$ cat config.mk
export PLATFORM = sky130hd
export DESIGN_NAME = m68k_bus_ctrl_flat
export DESIGN_NICKNAME = d
export VERILOG_FILES = /design/src/rtl/m68k_bus_ctrl_if.sv /design/src/rtl/m68k_bus_ctrl.sv /design/src/flat_wrapper.sv
export SDC_FILE = /design/constraint.sdc
export NUM_CORES = 1
export LEC_CHECK = 0
export BUFFER_PORTS_ARGS = -buffer_cell sky130_fd_sc_hd__buf_2
export CORE_UTILIZATION = 58
export CTS_BUF_LIST = sky130_fd_sc_hd__clkbuf_8
export CTS_CLUSTER_SIZE = 10
export DETAILED_ROUTE_END_ITERATION = 7
export PLACE_DENSITY = 0.94
export SETUP_SLACK_MARGIN = 0.5
export SLEW_MARGIN = 0
export SYNTH_ARGS = -nofsm -noshare
export SYNTH_HDL_FRONTEND = slang
export SYNTH_SLANG_ARGS = --single-unit
$ cat constraint.sdc
create_clock -name clk -period 4.7 [get_ports clk]
set_input_delay 0.705 -clock clk [delete_from_list [all_inputs] [get_ports clk]]
set_output_delay 0.705 -clock clk [all_outputs]
set_load 0.05 [all_outputs]
$ cat src/rtl/m68k_bus_ctrl_if.sv
// m68k_bus_ctrl_if: 68030 bus strobes from the CPU and the decoded selects/acks back.
interface m68k_bus_ctrl_if;
    logic [31:0] ADR_OUT;
    logic        ASn;
    logic        DSn;
    logic        RWn;
    logic [1:0]  SIZE;
    logic        IO_RDYn;
    logic [1:0]  DSACKn;
    logic        BERRn;
    logic        DBENn;
    logic        RAM_CSn;
    logic        IO_CSn;
    logic [1:0]  SIZE_L;
    modport master(output ADR_OUT, ASn, DSn, RWn, SIZE, IO_RDYn,
                   input DSACKn, BERRn, DBENn, RAM_CSn, IO_CSn, SIZE_L);
    modport slave(input ADR_OUT, ASn, DSn, RWn, SIZE, IO_RDYn,
                  output DSACKn, BERRn, DBENn, RAM_CSn, IO_CSn, SIZE_L);
endinterface

$ cat src/rtl/m68k_bus_ctrl.sv
// m68k_bus_ctrl: 68030 bus cycle controller -- region decode, wait states, DSACKn/BERRn generation.
// Define BUS_CTRL_TIMEOUT_EN to enable the bus-error watchdog.
module m68k_bus_ctrl #(
    parameter logic [31:0] RAM_BASE = 32'h0000_0000,
    parameter logic [31:0] RAM_MASK = 32'hFFFF_0000,
    parameter int unsigned RAM_WAIT = 1,
    parameter logic [31:0] IO_BASE  = 32'hFFFF_0000,
    parameter logic [31:0] IO_MASK  = 32'hFFFF_FF00,
    parameter int unsigned IO_WAIT  = 3,
    parameter logic [1:0]  IO_WIDTH = 2'b10,
    parameter int unsigned TIMEOUT  = 64
) (
    input logic            clk,
    input logic            RESETn,
    m68k_bus_ctrl_if.slave bus
);
    typedef enum logic [2:0] {S_IDLE, S_DECODE, S_WAIT, S_ACK, S_BERR} state_t;
    state_t      state_q, state_d;
    logic [31:0] adr_q, adr_d;
    logic        rw_q, rw_d, io_q, io_d, as_q;
    logic [1:0]  size_q, size_d, dsack_q, dsack_d;
    logic [3:0]  wcnt_q, wcnt_d, reg_wait;
    logic        berr_q, berr_d, dben_q, dben_d, ramcs_q, ramcs_d, iocs_q, iocs_d;
    logic        hit_ram, hit_io, sel_io, wzero, ack_ok, tmo, active;
`ifdef BUS_CTRL_TIMEOUT_EN
    logic [7:0] tcnt_q;
    always_ff @(posedge clk or negedge RESETn)
        if (!RESETn) tcnt_q <= '0;
        else tcnt_q <= (state_q == S_DECODE || state_q == S_WAIT) ? tcnt_q + 8'd1 : 8'd0;
    assign tmo = tcnt_q == 8'(TIMEOUT - 1);
`else
    // Watchdog removed; TIMEOUT stays so instantiations are portable between builds.
    assign tmo = TIMEOUT == 0;
`endif
    always_comb begin
        hit_ram  = (adr_q & RAM_MASK) == RAM_BASE;
        hit_io   = !hit_ram && (adr_q & IO_MASK) == IO_BASE;
        sel_io   = state_q == S_DECODE ? hit_io : io_q;
        reg_wait = hit_io ? 4'(IO_WAIT) : 4'(RAM_WAIT);
        // The decode cycle itself counts as the first wait cycle.
        wzero    = state_q == S_DECODE ? reg_wait == 4'd0 : wcnt_q == 4'd0;
        ack_ok   = wzero && (!sel_io || !bus.IO_RDYn) && (rw_q || !bus.DSn);
    end
    always_comb begin
        state_d = state_q;
        adr_d   = adr_q;
        rw_d    = rw_q;
        size_d  = size_q;
        io_d    = io_q;
        wcnt_d  = wcnt_q;
        case (state_q)
            S_IDLE: if (!bus.ASn && as_q) begin
                state_d = S_DECODE;
                adr_d   = bus.ADR_OUT;
                rw_d    = bus.RWn;
                size_d  = bus.SIZE;
            end
            S_DECODE: begin
                io_d   = hit_io;
                wcnt_d = reg_wait == 4'd0 ? 4'd0 : reg_wait - 4'd1;
                if (bus.ASn) state_d = S_IDLE;
                else if (!hit_ram && !hit_io) state_d = S_BERR;
                else if (ack_ok) state_d = S_ACK;
                else if (tmo) state_d = S_BERR;
                else state_d = S_WAIT;
            end
            S_WAIT: begin
                wcnt_d  = wcnt_q == 4'd0 ? 4'd0 : wcnt_q - 4'd1;
                state_d = bus.ASn ? S_IDLE : ack_ok ? S_ACK : tmo ? S_BERR : S_WAIT;
            end
            S_ACK, S_BERR: if (bus.ASn) state_d = S_IDLE;
            default: state_d = S_IDLE;
        endcase
        // Outputs are registered copies of what the next state implies.
        active  = state_d == S_WAIT || state_d == S_ACK;
        dsack_d = state_d == S_ACK ? (io_d ? IO_WIDTH : 2'b00) : 2'b11;
        berr_d  = state_d != S_BERR;
        dben_d  = !active;
        ramcs_d = !(active && !io_d);
        iocs_d  = !(active && io_d);
    end
    always_ff @(posedge clk or negedge RESETn) begin
        if (!RESETn) begin
            state_q <= S_IDLE;
            adr_q   <= '0;
            rw_q    <= 1'b1;
            io_q    <= 1'b0;
            as_q    <= 1'b0;
            size_q  <= 2'b00;
            wcnt_q  <= '0;
            dsack_q <= 2'b11;
            berr_q  <= 1'b1;
            dben_q  <= 1'b1;
            ramcs_q <= 1'b1;
            iocs_q  <= 1'b1;
        end else begin
            state_q <= state_d;
            adr_q   <= adr_d;
            rw_q    <= rw_d;
            io_q    <= io_d;
            as_q    <= bus.ASn;
            size_q  <= size_d;
            wcnt_q  <= wcnt_d;
            dsack_q <= dsack_d;
            berr_q  <= berr_d;
            dben_q  <= dben_d;
            ramcs_q <= ramcs_d;
            iocs_q  <= iocs_d;
        end
    end
    assign bus.DSACKn  = dsack_q;
    assign bus.BERRn   = berr_q;
    assign bus.DBENn   = dben_q;
    assign bus.RAM_CSn = ramcs_q;
    assign bus.IO_CSn  = iocs_q;
    assign bus.SIZE_L  = size_q;
endmodule

$ cat src/flat_wrapper.sv
// flat-port wrapper written by rule: the top's interface ports become plain ports
module m68k_bus_ctrl_flat 
#(
    parameter logic [31:0] RAM_BASE = 32'h0000_0000,
    parameter logic [31:0] RAM_MASK = 32'hFFFF_0000,
    parameter int unsigned RAM_WAIT = 1,
    parameter logic [31:0] IO_BASE  = 32'hFFFF_0000,
    parameter logic [31:0] IO_MASK  = 32'hFFFF_FF00,
    parameter int unsigned IO_WAIT  = 3,
    parameter logic [1:0]  IO_WIDTH = 2'b10,
    parameter int unsigned TIMEOUT  = 64
)
  (clk, RESETn, bus_ADR_OUT, bus_ASn, bus_DSn, bus_RWn, bus_SIZE, bus_IO_RDYn, bus_DSACKn, bus_BERRn, bus_DBENn, bus_RAM_CSn, bus_IO_CSn, bus_SIZE_L);
  m68k_bus_ctrl_if bus_i ();
  input logic clk;
  input logic RESETn;
  input wire logic [$bits(bus_i.ADR_OUT)-1:0] bus_ADR_OUT;
  input wire logic [$bits(bus_i.ASn)-1:0] bus_ASn;
  input wire logic [$bits(bus_i.DSn)-1:0] bus_DSn;
  input wire logic [$bits(bus_i.RWn)-1:0] bus_RWn;
  input wire logic [$bits(bus_i.SIZE)-1:0] bus_SIZE;
  input wire logic [$bits(bus_i.IO_RDYn)-1:0] bus_IO_RDYn;
  output wire logic [$bits(bus_i.DSACKn)-1:0] bus_DSACKn;
  output wire logic [$bits(bus_i.BERRn)-1:0] bus_BERRn;
  output wire logic [$bits(bus_i.DBENn)-1:0] bus_DBENn;
  output wire logic [$bits(bus_i.RAM_CSn)-1:0] bus_RAM_CSn;
  output wire logic [$bits(bus_i.IO_CSn)-1:0] bus_IO_CSn;
  output wire logic [$bits(bus_i.SIZE_L)-1:0] bus_SIZE_L;
  assign bus_i.ADR_OUT = bus_ADR_OUT;
  assign bus_i.ASn = bus_ASn;
  assign bus_i.DSn = bus_DSn;
  assign bus_i.RWn = bus_RWn;
  assign bus_i.SIZE = bus_SIZE;
  assign bus_i.IO_RDYn = bus_IO_RDYn;
  assign bus_DSACKn = bus_i.DSACKn;
  assign bus_BERRn = bus_i.BERRn;
  assign bus_DBENn = bus_i.DBENn;
  assign bus_RAM_CSn = bus_i.RAM_CSn;
  assign bus_IO_CSn = bus_i.IO_CSn;
  assign bus_SIZE_L = bus_i.SIZE_L;
  m68k_bus_ctrl #(.RAM_BASE(RAM_BASE), .RAM_MASK(RAM_MASK), .RAM_WAIT(RAM_WAIT), .IO_BASE(IO_BASE), .IO_MASK(IO_MASK), .IO_WAIT(IO_WAIT), .IO_WIDTH(IO_WIDTH), .TIMEOUT(TIMEOUT)) u_core (.clk(clk), .RESETn(RESETn), .bus(bus_i));
endmodule
==> impl_metrics.toml, run 1 <==
[grt]
overflow = 0
grt_pass1_wl_um = 6130
first_global_vias = 1369
antenna_found_initial = 0
globalRouteTotalUtil_pct = 25.3
grt_max_degree = 43

[timing]
skew_ns = 0.00904
worst_slack_ns = 2.45
rsz0062_at_grt = "no"
fin_crit_sh_pct = 47.9
fmax_mhz = 444
slew_violations = 0
finalSetupViolations = 0
final_hold_viol_count = 0
worst_pin_slew_ns = 1.18
slew_headroom_pct = 21.0
min_period_ns = 2.25
setup-tns-final_ns = 0

[synthesis]
yosys_warnings = 0
syn-cell-area_um2 = 1790
synthesis.instances = 138
ys.flop_type = "dfrtp_1"
synthArstFlopShare_pct = 100
synth.distinct_cells = 32
yosysSeqAreaShare_pct = 59.2
avgSynthCellArea_um2 = 13.0
ys_ff_latch = 42
synth_edf_count = 0
synthesis.nets = 178

[power_and_ir_drop]
p_leak_nw = 0.892
power_density_nw_per_um2 = 380
vdd_ir_drop_max_mv = 0.300
p_total_mw = 0.792

[cells_and_area]
antenna_cells = 0
final_util_pct = 73.6
nets = 219
area_growth_pct = 16.3
drive_gt1_share_pct = 30.0
stdcell_count = 211

[run]
cap_violations = 0

[worst_setup_path]
path_buf_inv = 0
cp.arrival_ns = 2.42
crit_path_top_delay_cell = "nand2_1"
cp-end-kind = "register"
crit_family = "simple AND/OR/NAND/NOR gates"
worstSetupStartpointType = "register"
critPathMaxStageDelay_ns = 0.73
critPathRequiredTime_ns = 4.86
path_class = "reg2reg"
crit_path_max_fanout = 29
cp_cell_sequence = "nor4_1, nand2_1, mux2_1"

[cts]
ctsLongestPathBuffers = 2
postCtsSetupBuffers = 0
htreeDepth = 2
cts-root-buf = "clkbuf_8"
cts_made_buffers = 5
insertion_delay_ns = 0.29
clk_pin_slew_ns = 0.07
cts_tree = "done"
cts_hold_buffers = 0
ctsResizeCount = 0
clkSinkCount = 42

[die]
ioPinCount = 48
placementRows = 19
die_w_um = 57.5
initial_core_util_pct = 63.2
die-height_um = 57.5
die_area_um2 = 3310
coreArea_um2 = 2830

[place]
port-buffer-count = 39
gp_congestion = 0.846
dp_slack_ns = 2.14
place_inst = 203
dp_hpwl_um = 2610

[routing]
drt-total-wl_um = 3550
drc = 2
vias = 1307
wire_per_inst_um = 16.8
first_iter_violations = 55
drtAntennaViolNets = 0
dr.pass1.iters = 6
via_per_inst = 6.19

[status]
outcome = "finished with violations"
violations = "design-rule violations"

[worst_hold_path]
hp-class = "reg2reg"
==> cells by family after synthesis <==
logic type	after synthesis	share of synthesized area, %
AOI/OAI and AO/OA	21	8.25
buffers and inverters	8	1.89
DFF	42	59.2
muxes	27	17.0
and+or+nand+nor	40	13.6
==> state kept, by name, indices dropped and copies added, names as in the netlist <==
register	count
u_core.adr_q	24
u_core.bus.DSACKn	2
u_core.bus.DBENn	1
u_core.bus.IO_CSn	1
u_core.bus.RAM_CSn	1
u_core.as_q	1
u_core.bus.SIZE_L	2
u_core.rw_q	1
u_core.wcnt_q	4
u_core.state_q	3
u_core.bus.BERRn	1
u_core.io_q	1
==> layout by cell type (no fill, tap or decap), types with 2 or more instances in the layout <==
cell type  instances
nor2b_1            5
inv_1              6
dfstp_2            7
a21oi_1            4
a2111oi_0          2
clkbuf_8           5
or2_1              2
dfrtp_1           35
buf_2             39
nand2_1            6
o21ai_1            2
o21ai_0            4
a211o_1            2
nor4_1             6
nand4_1            5
nor2_1             7
mux2_1            27
nor3_1             2
==> Yosys cell counts, types with 2 or more instances <==
library cell / number / area [um^2]
dfrtp_1: 35 / 876
mux2_1: 27 / 304
dfstp_2: 7 / 184
nor2_1: 7 / 26.3
nand2_1: 6 / 22.5
nor4_1: 6 / 37.5
nand4_1: 5 / 31.3
nor2b_1: 5 / 31.3
a21oi_1: 4 / 20.0
o21ai_0: 4 / 20.0
buf_2: 3 / 15.0
inv_1: 3 / 11.3
a2111oi_0: 2 / 17.5
a211o_1: 2 / 17.5
clkbuf_1: 2 / 7.51
nor3_1: 2 / 10.0
o21ai_1: 2 / 10.0
or2_1: 2 / 12.5
==> per-layer routing <==
layer	global-route usage, %	part of all wire [%]	vias to the layer above
li1	-	-	595
met1	31.2	39	625
met2	41.5	51	68
met3	4.76	6.8	19
met4	15.3	3.7	0
met5	0	0	-
==> metrics by stage <==
stage	instance area (um^2)	hold WS [ns]
CTS	2080	0.494
global route	2080	0.505
floorplan	1790	0.409
global placement	2000	0.465
detailed placement	2000	0.476
finish	2080	0.491
==> power breakdown <==
part | switching (mW) | internal (mW) | total (mW) | leakage, nW
clock network | 0.109 | 0.0989 | 0.208 | 0.0519
registers | 0.0430 | 0.422 | 0.465 | 0.502
logic | 0.0632 | 0.0556 | 0.119 | 0.338
total | 0.216 | 0.576 | 0.792 | 0.892
==> path summary, 6_finish.rpt <==
path                                         from          endpoint  slack [ns]  cells after the start
worst max-delay path            u_core.state_q[0]  u_core.adr_q[22]        2.45                      3
worst max register to register  u_core.state_q[0]  u_core.adr_q[22]        2.45                      3
worst min register to register   u_core.adr_q[12]  u_core.adr_q[12]        0.49                      1
min in group asynchronous                  RESETn  u_core.adr_q[21]        0.54                      1
max in group asynchronous                  RESETn  u_core.adr_q[16]        3.60                      1
worst min-delay path             u_core.adr_q[12]  u_core.adr_q[12]        0.49                      1
==> area by class of cell <==
cell class / instances / area, um^2
multi-input combinational: 88 / 696
fill: 202 / 748
tap: 31 / 38.8
clock inverter: 3 / 11.3
timing repair buffer: 39 / 195
clock buffer: 5 / 68.8
sequential: 42 / 1060
inverter: 3 / 11.3
Power figures use the tool's default switching activity.
==> inputs of run 2 (changes only) <==
CORE_UTILIZATION = 54   (was 58)
PLACE_DENSITY = 0.89   (was 0.94)
clock period = 2.2 ns   (was 4.7 ns; I/O delays follow)
==> run 2 against run 1 <==
Net effect: the run now ends clean; register-to-register slack lost 2.0 ns; worst hold slack worse by 0.33 ns; critical path depth rose by 1; wire length is 2.1% lower; global-route usage shrank 2.5 points; setup slack worse by 2.0 ns; flip-flop and latch count unchanged; maximum frequency increased by 26%; first-iteration DRC count fell by 18%; largest cell class unchanged.
==> impl_metrics.toml, run 2 (synthesis results as in run 1) <==
[status]
outcome = "completed"

[cts]
cts_tree = "done"
clk_pin_slew_ns = 0.08
insertion_delay_ns = 0.29
cts-root-buf = "clkbuf_8"
cts_made_buffers = 5
clkSinkCount = 42
ctsLongestPathBuffers = 2
htreeDepth = 2
cts_hold_buffers = 0

[timing]
finalSetupViolations = 0
slew_headroom_pct = 41.2
fmax_mhz = 560
rsz0062_at_grt = "yes"
setup-tns-final_ns = 0
worst_pin_slew_ns = 0.882
final_hold_viol_count = 0
min_period_ns = 1.79
skew_ns = 0.00498
fin_crit_sh_pct = 81.2
slew_violations = 0

[power_and_ir_drop]
power_density_nw_per_um2 = 801
intPower_mw = 1.27
pwr-share-clk_pct = 28.2
switchingPower_mw = 0.471
p_leak_nw = 0.917
pwr-share-seq_pct = 57.1
switching_share_pct = 27.0
comb_power_share_pct = 14.7
vdd_ir_drop_max_mv = 0.676

[worst_setup_path]
worstSetupStartpointType = "register"
cp-end-kind = "register"
critPathRequiredTime_ns = 2.37
path_class = "reg2reg"
crit_path_max_fanout = 6
cp.arrival_ns = 1.96

[routing]
wl_met1_um = 1440
first_iter_violations = 45
dr_wl_met3_um = 172
route.met2.wl_um = 1760
wire_per_inst_um = 15.2
vias = 1299
drt-total-wl_um = 3470
via_per_inst = 5.70
routed.top_layer = "met4"
drtAntennaViolNets = 0
drc = 0
dr.pass1.iters = 4

[die]
ioPinCount = 48
die_area_um2 = 3550
coreArea_um2 = 3100
die_w_um = 59.6
initial_core_util_pct = 57.7
die-height_um = 59.6
placementRows = 20

[cells_and_area]
drive_gt1_share_pct = 36.4
largest_register_ffs = 24
nets = 223
final_common_cell = "buf_2"
top_regs = "u_core.adr_q: 24 flops, u_core.wcnt_q: 4 flops, u_core.state_q: 3 flops"
final_cell_mix = "buf_2 (39), dfrtp_1 (34), mux2_1 (27), nor2_1 (7), dfstp_2 (7)"
area_growth_pct = 21.8
largest-register = "u_core.adr_q"
final_util_pct = 70.2
antenna_cells = 0

[grt]
first_global_vias = 1345
antenna_found_initial = 0
globalRouteTotalUtil_pct = 22.9
overflow = 0
grt_max_degree = 43
grt_pass1_wl_um = 5890

[place]
port-buffer-count = 39
dp_hpwl_um = 2480
gp_congestion = 0.848

[worst_hold_path]
hp-class = "in2async"

[run]
cap_violations = 0
[run 2: cell count changes in the layout (fill, tap and decap cells not counted), sizes merged]
cell / delta
buf: +4
inv: -2
clkbuf: +1
clkinv: +1
[run 2: critical path, stage by stage, from the launching register on]
cell and delay (ns):
dfrtp_1 0.38, or4b_4 0.55, nor4_4 0.31, nand2_2 0.16
a32o_1 0.27
[run 2: layer usage]
layer | track usage, % | up-vias
met5 | 0 | -
met4 | 8.31 | 0
met3 | 5.90 | 13
met2 | 37.7 | 49
met1 | 29.2 | 634
li1 | - | 603
[run 2: through the flow]
step / hold slack [ns] / setup WS, ns / std cells / power [mW] / instance area, um^2
4_1_cts: 0.189 / 0.432 / 226 / 1.76 / 2130
5_1_grt: 0.242 / 0.339 / 228 / 1.82 / 2180
6_report: 0.163 / 0.413 / 228 / 1.75 / 2180
3_3_place_gp: 0.467 / 0.459 / 217 / 1.23 / 2020
2_1_floorplan: 0.0344 / 0.525 / 138 / 1.15 / 1790
3_5_place_dp: 0.483 / 0.437 / 217 / 1.25 / 2020
[run 2: worst paths after layout]
path | from | end | depth (start not counted) | slack, ns
min | RESETn | u_core.state_q[1] | 1 | 0.16
min reg2reg | u_core.adr_q[9] | u_core.adr_q[9] | 1 | 0.49
max | u_core.adr_q[8] | u_core.state_q[2] | 4 | 0.41
max reg2reg | u_core.adr_q[8] | u_core.state_q[2] | 4 | 0.41
max in group asynchronous | RESETn | u_core.state_q[0] | 1 | 1.43
min in group clk | bus_ADR_OUT[30] | u_core.adr_q[30] | 2 | 0.25
[run 2: repair_timing]
item,in CTS,in global routing
gates resized for setup,2,8
hold endpoints to repair,0,0
setup endpoints to repair,6,34
pin swaps,3,4
buffers inserted,1,2
[run 2: final cells by class]
| type | instances | area [um^2] |
|---|---|---|
| well taps | 44 | 55.1 |
| multi-input cells | 88 | 728 |
| inverters | 3 | 11.3 |
| clock inverters | 2 | 8.76 |
| repair buffers | 43 | 233 |
| flip-flops and latches | 42 | 1060 |
| clock buffers | 6 | 82.6 |
| fillers | 229 | 923 |
[run 2: power by group through the flow]
stage               combinational [mW]  clock, mW  sequential (mW)
detailed placement               0.252          0             1.00
floorplan                        0.144          0             1.01
global placement                 0.239          0            0.991
CTS                              0.255      0.509            0.993
finish                           0.256      0.493            0.996
global route                     0.282      0.530             1.01
==> inputs of run 3 (changes only) <==
clock period = 1.7 ns   (was 2.2 ns; I/O delays follow)
==> run 3 against run 2 <==
Net effect: the run now ends with negative setup slack left; register-to-register slack lost 0.54 ns; die area is the same; wire length increased by 37%; combinational power up 130%; clock skew down 0.00055 ns; worst hold slack improved by 0.013 ns; sequential share of layout area is 8.4 points lower; setup slack worse by 0.54 ns; count of clock-buffer cells in the layout shrank 1; largest power group unchanged; highest routed layer unchanged.
==> impl_metrics.toml, run 3 (synthesis results as in run 1) <==
[die]
ioPinCount = 48
initial_core_util_pct = 57.7
die-height_um = 59.6
coreArea_um2 = 3100
die_area_um2 = 3550
die_w_um = 59.6
placementRows = 20

[power_and_ir_drop]
power_density_nw_per_um2 = 957
p_leak_nw = 1.22
p_total_mw = 2.53
vdd_ir_drop_max_mv = 0.787

[cells_and_area]
nFillCells = 163
multi_input_area_um2 = 931
antenna_cells = 0
largest-register = "u_core.adr_q"
final_cell_mix = "dfrtp_1 (33), buf_2 (31), mux2_4 (27), buf_4 (13), dfstp_2 (7)"
nets = 240
area_growth_pct = 47.6
seqCellArea_um2 = 1060
top_regs = "u_core.adr_q: 24 flops, u_core.wcnt_q: 4 flops, u_core.state_q: 3 flops"
drive_gt1_share_pct = 61.2
final_common_cell = "dfrtp_1"
largest_register_ffs = 24

[timing]
slew_headroom_pct = 69.0
final_hold_viol_count = 0
setup-tns-final_ns = -0.692
hold-worst-slack_ns = 0.176
skew_ns = 0.00442
finalSetupViolations = 7
rsz0062_at_grt = "yes"
worst_slack_ns = -0.128
fin_crit_sh_pct = 108
slew_violations = 0
worst_pin_slew_ns = 0.454
fmax_mhz = 547
min_period_ns = 1.83

[grt]
grt_max_degree = 23
grt_pass1_wl_um = 7370
globalRouteTotalUtil_pct = 30.2
antenna_found_initial = 0
overflow = 0
first_global_vias = 1475

[routing]
vias = 1472
first_iter_violations = 111
via_per_inst = 6.01
wire_per_inst_um = 19.5
drtAntennaViolNets = 0
dr.pass1.iters = 4
drt-total-wl_um = 4770
drc = 0

[run]
cap_violations = 0

[cts]
ctsLongestPathBuffers = 2
htreeDepth = 2
cts_made_buffers = 5
insertion_delay_ns = 0.30
cts_tree = "done"
clkSinkCount = 42
clk_pin_slew_ns = 0.08
cts-root-buf = "clkbuf_8"

[place]
gp_congestion = 0.886
dp_hpwl_um = 2740
port-buffer-count = 39

[status]
outcome = "finished with violations"
violations = "negative setup slack"

[worst_hold_path]
hp-class = "in2reg"

[worst_setup_path]
cp.arrival_ns = 2.06
path_class = "reg2reg"
cp-end-kind = "register"
worstSetupStartpointType = "register"
crit_path_max_fanout = 6
critPathRequiredTime_ns = 1.93
[run 3: worst max-delay path: stages (launching register included)]
cell and delay, ns:
dfrtp_1 0.40, or4_4 0.56, nor4_4 0.34, nand2_2 0.17, a311o_1 0.29
[run 3: stage by stage]
step | cells | cell area, um^2 | util (%) | setup WS [ns]
after floorplan | 138 | 1940 | - | 0.0473
after CTS | 242 | 2580 | 83.1 | -0.0608
after global placement | 221 | 2170 | 69.9 | -0.0343
final | 245 | 2640 | 85.1 | -0.128
after global routing | 245 | 2640 | 85.1 | -0.177
after detailed placement | 221 | 2170 | 69.9 | -0.0522
[run 3: path summary, 6_finish.rpt]
check | startpoint | endpoint | slack [ns] | depth (start not counted)
setup / recovery | u_core.adr_q[14] | u_core.bus.DBENn | -0.13 | 4
hold / removal | bus_SIZE[0] | u_core.bus.SIZE_L[0] | 0.18 | 2
hold reg to reg | u_core.bus.SIZE_L[0] | u_core.bus.SIZE_L[0] | 0.52 | 1
min in group asynchronous | RESETn | u_core.adr_q[31] | 0.44 | 2
setup reg to reg | u_core.adr_q[14] | u_core.bus.DBENn | -0.13 | 4
max in group asynchronous | RESETn | u_core.adr_q[14] | 0.73 | 3
[run 3: timing repair]
item                                   CTS  global route
resized for setup                       50             8
endpoints found under the hold margin   13             0
setup endpoints to repair               47            49
pin swaps                               10             8
cloned                                   2             0
setup buffers                           10             3
hold buffers                             1             0
[run 3: area by class of cell]
cell class / count / share of cell area [%]
Sequential cell: 42 / 40.2
Clock buffer: 5 / 2.61
Multi-Input combinational cell: 88 / 35.3
Tap cell: 44 / 2.09
Timing Repair Buffer: 60 / 18.8
Inverter: 3 / 0.569
Clock inverter: 3 / 0.427
[run 3: routing by layer]
metal	global-route usage [%]	vias to the layer above	wire length [um]
li1	-	639	-
met1	37.5	741	1950
met2	48.2	67	2380
met3	6.33	25	221
met4	19.3	0	217
met5	0	-	0
[run 3: power breakdown]
| part | switching [mW] | internal, mW | total (mW) | leakage [nW] |
|---|---|---|---|---|
| Combinational | 0.227 | 0.363 | 0.590 | 0.670 |
| Clock | 0.332 | 0.274 | 0.605 | 0.0519 |
| Sequential | 0.164 | 1.17 | 1.33 | 0.499 |
